`config.mk`:
```
export PLATFORM = sky130hd
export DESIGN_NAME = uart_tx_engine
export DESIGN_NICKNAME = d
export VERILOG_FILES = /design/src/rtl/uart_pkg.sv /design/src/rtl/uart_baud_gen.sv /design/src/rtl/uart_tx_engine.sv
export SDC_FILE = /design/constraint.sdc
export NUM_CORES = 1
export LEC_CHECK = 0
export CAP_MARGIN = 20
export CORE_UTILIZATION = 58
export CTS_CLUSTER_SIZE = 8
export DETAILED_ROUTE_END_ITERATION = 16
export PLACE_DENSITY = 0.94
export SYNTH_ARGS = -nofsm -noshare
export SYNTH_HDL_FRONTEND = slang
export SYNTH_SLANG_ARGS = --single-unit
```
`constraint.sdc`:
```
create_clock -name clk -period 2.8 [get_ports clk]
set_input_delay 0.28 -clock clk [delete_from_list [all_inputs] [get_ports clk]]
set_output_delay 0.28 -clock clk [all_outputs]
set_load 0.05 [all_outputs]
```
`src/rtl/uart_pkg.sv`:
```
// Shared UART definitions: frame states, parity encodings and bit-period helper.
// Used by the transmit engine and the receive side.
package uart_pkg;

  typedef enum logic [2:0] {
    ST_IDLE,
    ST_START,
    ST_DATA,
    ST_PARITY,
    ST_STOP
  } uart_state_e;

  localparam int PAR_NONE = 0;
  localparam int PAR_ODD  = 1;
  localparam int PAR_EVEN = 2;

  function automatic int clks_per_bit(input int clk_hz, input int baud);
    return clk_hz / baud;
  endfunction

endpackage

```
`src/rtl/uart_baud_gen.sv`:
```
// Bit-period timer: counts 0..CLKS_PER_BIT-1 and pulses bit_tick on the last count.
// Held at zero while clear is high so every frame starts phase-aligned.
module uart_baud_gen #(
  parameter int CLKS_PER_BIT = 4
) (
  input  logic clk,
  input  logic reset,
  input  logic clear,
  output logic bit_tick
);

  localparam int CW = (CLKS_PER_BIT > 1) ? $clog2(CLKS_PER_BIT) : 1;
  localparam logic [CW-1:0] LAST = CW'(CLKS_PER_BIT - 1);

  logic [CW-1:0] count;

  assign bit_tick = !clear && (count == LAST);

  // NOTE: sequential state uses non-blocking assignments so every register
  // samples the pre-edge values of the others, independent of block order.
  always_ff @(posedge clk or posedge reset) begin
    if (reset) begin
      count <= '0;
    end else if (clear || bit_tick) begin
      count <= '0;
    end else begin
      count <= count + CW'(1);
    end
  end

endmodule

```
`src/rtl/uart_tx_engine.sv`:
```
// UART transmitter: accepts a byte on valid/ready and sends start, LSB-first data,
// optional parity and stop bits with CLKS_PER_BIT timing on a registered line.
module uart_tx_engine
  import uart_pkg::*;
#(
  parameter int CLK_HZ    = 12000000,
  parameter int BAUD      = 115200,
  parameter int DATA_BITS = 8,
  parameter int PARITY    = 0,
  parameter int STOP_BITS = 1
) (
  input  logic       clk,
  input  logic       reset,
  input  logic [7:0] tx_data,
  input  logic       tx_valid,
  output logic       tx_ready,
  output logic       UART_TX,
  output logic       busy
);

  localparam int CLKS_PER_BIT = clks_per_bit(CLK_HZ, BAUD);
  localparam logic [7:0] DATA_MASK = 8'((9'd1 << DATA_BITS) - 9'd1);
  localparam logic [2:0] LAST_BIT  = 3'(DATA_BITS - 1);
  localparam logic       LAST_STOP = 1'(STOP_BITS - 1);

  uart_state_e state, state_next;
  logic [7:0]  shift;
  logic [2:0]  bit_idx;
  logic        stop_cnt;
  logic        par_bit;
  logic        line_next;
  logic        bit_tick;
  logic        accept;
  logic [7:0]  data_masked;

  assign accept      = (state == ST_IDLE) && tx_valid;
  assign data_masked = tx_data & DATA_MASK;
  assign busy        = (state != ST_IDLE);

  uart_baud_gen #(
    .CLKS_PER_BIT(CLKS_PER_BIT)
  ) u_baud (
    .clk     (clk),
    .reset   (reset),
    .clear   (state == ST_IDLE),
    .bit_tick(bit_tick)
  );

  // NOTE: every output of this block is given a default first, so no path
  // through the case leaves a signal unassigned and no latch is inferred.
  always_comb begin
    state_next = state;
    line_next  = 1'b1;
    unique case (state)
      ST_IDLE: begin
        if (accept) state_next = ST_START;
      end
      ST_START: begin
        line_next = 1'b0;
        if (bit_tick) state_next = ST_DATA;
      end
      ST_DATA: begin
        line_next = shift[0];
        if (bit_tick && bit_idx == LAST_BIT)
          state_next = (PARITY != PAR_NONE) ? ST_PARITY : ST_STOP;
      end
      ST_PARITY: begin
        line_next = par_bit;
        if (bit_tick) state_next = ST_STOP;
      end
      ST_STOP: begin
        if (bit_tick && stop_cnt == LAST_STOP) state_next = ST_IDLE;
      end
      default: state_next = ST_IDLE;
    endcase
  end

  always_ff @(posedge clk or posedge reset) begin
    if (reset) begin
      state <= ST_IDLE;
    end else begin
      state <= state_next;
    end
  end

  // The line lags the state by one cycle, so the start bit appears on the edge
  // after acceptance; tx_ready tracks the next state so it drops at acceptance.
  always_ff @(posedge clk or posedge reset) begin
    if (reset) begin
      shift    <= '0;
      bit_idx  <= '0;
      stop_cnt <= 1'b0;
      par_bit  <= 1'b0;
      UART_TX  <= 1'b1;
      tx_ready <= 1'b1;
    end else begin
      UART_TX  <= line_next;
      tx_ready <= (state_next == ST_IDLE);
      if (accept) begin
        shift    <= data_masked;
        bit_idx  <= '0;
        stop_cnt <= 1'b0;
        par_bit  <= (PARITY == PAR_ODD) ? ~(^data_masked) : ^data_masked;
      end else if (bit_tick && state == ST_DATA) begin
        shift   <= shift >> 1;
        bit_idx <= bit_idx + 3'd1;
      end else if (bit_tick && state == ST_STOP) begin
        stop_cnt <= stop_cnt + 1'b1;
      end
    end
  end

endmodule

```
# Word level (Yosys, flattened, before mapping)
# Cells that the tools add are included.
word_totals:
  out_inout_bits: 3
  regBits: 25
  word_cells: 49
classes:
  muxes: 15
  n_bitwise: 1
  n_eq_ne: 7
  addsub: 3
  reduce_logical: 15
op_table:
  columns: ["cell", "count"]
  rows:
  - ["2-to-1 mux 3 bit", 7]
  - ["2-to-1 mux 8 bit", 2]
  - ["one-hot mux 3 bit (5 select lines)", 1]
  - ["XOR reduction 8 bit", 1]
  - ["adder 7 x 1 -> 7 bit, second input constant", 1]
  - ["equality test 7 bit, second input constant", 1]
  - ["2-to-1 mux 7 bit", 1]
  - ["equality test 3 x 2 -> 1 bit, second input constant", 2]
  - ["equality test 3 bit, second input constant", 2]
  - ["logical AND 1 bit", 6]
  - ["logical NOT 3 bit", 2]
  - ["nonzero test 2 bit", 2]
  - ["adder 3 x 1 -> 3 bit, second input constant", 1]
  - ["equality test 3 x 1 -> 1 bit, second input constant", 1]
  - ["2-to-1 mux 1 bit", 3]
  - ["one-hot mux 1 bit (3 select lines)", 1]
  - ["nonzero test 3 bit", 1]
  - ["!= test 2 bit, second input constant", 1]
  - ["AND reduction 2 bit", 1]
  - ["adder 1 bit, second input constant", 1]
  - ["logical NOT 1 bit", 1]
  - ["logical OR 1 bit", 1]
  - ["inverter 1 bit", 1]

# Depth between registers and ports, before layout
depth:
  ltp_word: 7
  ltp_mapped: 6
  ltp_nobuf: 6

# Cells and area by module
# From an unflattened synthesis, not the netlist that was laid out.
unflattened:
  hier_cells: 128
  hier_area_um2: 1298.7
by_module_without_submodules:
  columns: ["mod", "n_inst", "area_per_inst_um2", "seq_area_each_um2", "cells_each"]
  rows:
  - ["uart_tx_engine", 1, 962.2, 452.9, 95]
  - ["uart_baud_gen", 1, 336.6, 175.2, 33]

# Least setup slack after synthesis
# OpenSTA, ideal clock, no wires.
synth_path:
  path_type: "register to register"
  start: "register u_baud.count[3]"
  end: "register bit_idx[0]"
  setup_slack_ns: 1.037
  path_stages_with_launch: 6
  setup_time_ns: 0.125
  arrival_ns: 1.638
  synth_period_minus_slack_ns: 1.763
  path_cell_list: "dfrtp_1 or3b_1 buf_2 nor4_4 nor2_2 mux2_2"
synth_between:
  elab_chain_cells: 4
synth_lines:
  columns: ["item", "line_no", "source"]
  rows:
  - ["from (decl)", "uart_baud_gen.sv:15", "logic [CW-1:0] count;"]
  - ["from (signal assigned)", "uart_baud_gen.sv:27", "count <= count + CW'(1);"]
  - ["equality test 7 bit", "uart_baud_gen.sv:17", "assign bit_tick = !clear && (count == LAST);"]
  - ["logical AND 1 bit", "uart_baud_gen.sv:17", null]
  - ["logical AND 1 bit", "uart_tx_engine.sv:104", "end else if (bit_tick && state == ST_DATA) begin"]
  - ["nonzero test 2 bit (no source line)", null, null]
  - ["to (signal assigned)", "uart_tx_engine.sv:106", "bit_idx <= bit_idx + 3'd1;"]
  - ["to (decl)", "uart_tx_engine.sv:28", "logic [2:0] bit_idx;"]
# No other way between the ends.
# A chain may end at the register's enable or synchronous reset.

# Final worst setup path
layout_path:
  start: "register state[0]"
  end: "output busy"
layout_between:
  elab_chain_cells: 1
layout_lines:
  columns: ["item", "line_no", "source"]
  rows:
  - ["from (decl)", "uart_tx_engine.sv:26", "uart_state_e state, state_next;"]
  - ["from (signal assigned)", "uart_tx_engine.sv:82", "state <= state_next;"]
  - ["nonzero test 3 bit", "uart_tx_engine.sv:38", "assign busy = (state != ST_IDLE);"]
  - ["to (decl)", "uart_tx_engine.sv:18", "output logic busy"]
# No other way between the ends.

==> flow_summary.yaml <==
outcome:
  status: "completed"
timing:
  fin_crit_sh_pct: 81.5
  fin_crit_ns: 2.28
  worst_pin_slew_ns: 0.920
  rsz0062_at_grt: "false"
  final.setup.worst_slack_ns: 0.518
  setup_viol: 0
  max_freq_mhz: 438
  slew_headroom_pct: 38.6
  fin_skew_ns: 0.0114
  hold_violations: 0
  slew_viol_final: 0
  setup_tns_ns: 0
cts:
  post_cts_buffers: 0
  cts.clk_slew.worst_paths_ns: 0.14
  htree_levels: 1
  cts_buffer_depth: 2
  clock_latency_ns: 0.32
  cts.sinks: 25
  numCtsBuffers: 3
  root_buffer: "clkbuf_4"
  cts_tree: "built"
  hold_buffers: 0
  cts_resized: 0
placed_design:
  portBuffers: 13
  placed_cell_area_sq_um: 1390
  place.gp.congestion: 0.820
  dpl.hpwl_mm: 1.59
  dp_slack_ns: 0.871
synth:
  synth_cell_types: 36
  ys_ff_latch: 25
  syn_avg_cell_area_sq_um: 10.8
  synth_top_area_share_pct: 46.6
  syn_nets: 128
  synthTopCellsByArea: "dfrtp_1 47%, xnor2_1 6.4%, a22o_1 5.0%, dfstp_2 4.3%, a21o_1 3.6%"
  synth_edf_count: 0
  synth_top_area_cell: "dfrtp_1"
  ys.flop_type: "dfrtp_1"
  yosys_warnings: 0
  async_flop_share_pct: 100
  syn_inst: 114
  synth_area_sq_um: 1240
  seq_area_frac_synth_pct: 50.8
finish:
  layout-drive-gt1-share_pct: 10.9
  fin_util_pct: 71.4
  diodes: 0
  layout.nets: 144
  fillers: 144
  mostFrequentLayoutCell: "dfrtp_1"
  area_growth_pct: 14.5
  layout_common_cells: "23 x dfrtp_1, 13 x clkdlybuf4s50_1, 9 x nand2_1, 9 x xnor2_1, 8 x o21ai_0"
  fin_area_sq_um: 1420
worst_setup_path:
  reg2reg_slack_ns: 0.82
  cp-start-kind: "register"
  path_max_fanout: 9
  critPathKind: "register to output pin"
  cp.arrival_ns: 2.00
  ff2ff_path_depth: 6
  endpoint_kind: "output pin"
  timing.rr.end: "bit_idx[0]"
  rr_startpoint: "u_baud.count[0]"
  critical_path_required_ns: 2.52
drt:
  firstDrtPassIters: 4
  num_vias: 901
  wirelength_mm: 2.27
  drc_errors: 0
  drtIter0Drc: 21
  wire_per_inst_microns: 14.6
  drt-vias-per-instance: 5.78
  ant_nets: 0
floorplanning:
  core_sq_um: 1980
  row_count: 16
  num_io_pins: 14
  die_w_microns: 48.2
  dieArea_sq_um: 2320
  die_y_microns: 48.2
  initial_core_util_pct: 62.4
hold_path:
  hold_path.class: "input port to async pin"
global_routing:
  grt_overflow: 0
  grt_max_degree: 26
  grt_pass1_vias: 815
  antenna_found_initial: 0
  grt_pass1_wl_mm: 3.66
  grtUsageTotal_pct: 23.4
pwr:
  leakagePower_uw: 0.000655
  irDropWorstVdd_uv: 432
  power_density_nw_per_um2: 598
run:
  cap_violations: 0
cells in the mapped netlist (3+ instances only):
library cell	number
a21o_1	6
buf_2	3
nand3_1	3
ha_1	3
dfrtp_1	23
a22o_1	7
inv_1	4
nand2_1	9
nor2_1	7
o21ai_0	8
xnor2_1	9
a21oi_1	3
o31ai_1	3
critical path: stages (launching register included):
cell,delay [ns]
dfrtp_1,0.53
nor3_1,0.11
buf_4,0.16
inv_1,0.09
clkdlybuf4s50_1,0.81
report_power, final:
part           leakage [uW]  switching, uW  internal [uW]
logic              0.000321           95.9           99.0
registers          0.000319           54.3            436
clock network     0.0000150            106           55.8
logic make-up (layout without fill, tap and decap cells):
group | Yosys count | after routing | synth area share (%)
DFF | 25 | 25 | 50.8
and+or+nand+nor | 35 | 35 | 16.4
xor gates and xnor gates | 11 | 11 | 7.79
muxes | 1 | 1 | 0.911
buffers and inverters | 8 | 23 | 3.34
adders and majority gates | 3 | 3 | 3.04
AOI/OAI and AO/OA | 31 | 31 | 17.7
registers in the layout, summed over array words and instances (netlist names):
register / cells
UART_TX: 1
bit_idx: 3
par_bit: 1
shift: 8
state: 3
stop_cnt: 1
tx_ready: 1
u_baud.count: 7
worst max-delay path by stage:
stage,slack (ns),endpoint,cells past startpoint,start
after floorplan,1.04,bit_idx[0],5,u_baud.count[3]
after global placement,0.92,busy,4,state[0]
after detailed placement,0.87,busy,4,state[0]
after CTS,0.51,busy,4,state[0]
after global routing,0.40,busy,4,state[0]
final,0.52,busy,4,state[0]
routing by layer:
layer	wire [microns]	track usage, %
met1	1030	30.5
met2	1150	38.9
met3	59	3.33
met4	36	10.0
met5	0	0
cell type report:
cell class / instances / area (sq um) / area share (%)
flip-flops and latches: 25 / 628 / 44.4
multi-input cells: 81 / 567 / 40.1
repair buffers: 15 / 145 / 10.3
well taps: 27 / 33.8 / 2.39
clock buffers: 4 / 26.3 / 1.86
inverters: 4 / 15.0 / 1.06
metrics by stage:
step	std cells	power (uW)	hold WS, ns
detailed placement	152	690	0.447
global route	156	899	0.477
floorplan	114	627	0.306
finish	156	847	0.443
CTS	156	856	0.461
global placement	152	678	0.439
(Power assumes the default switching activity.)
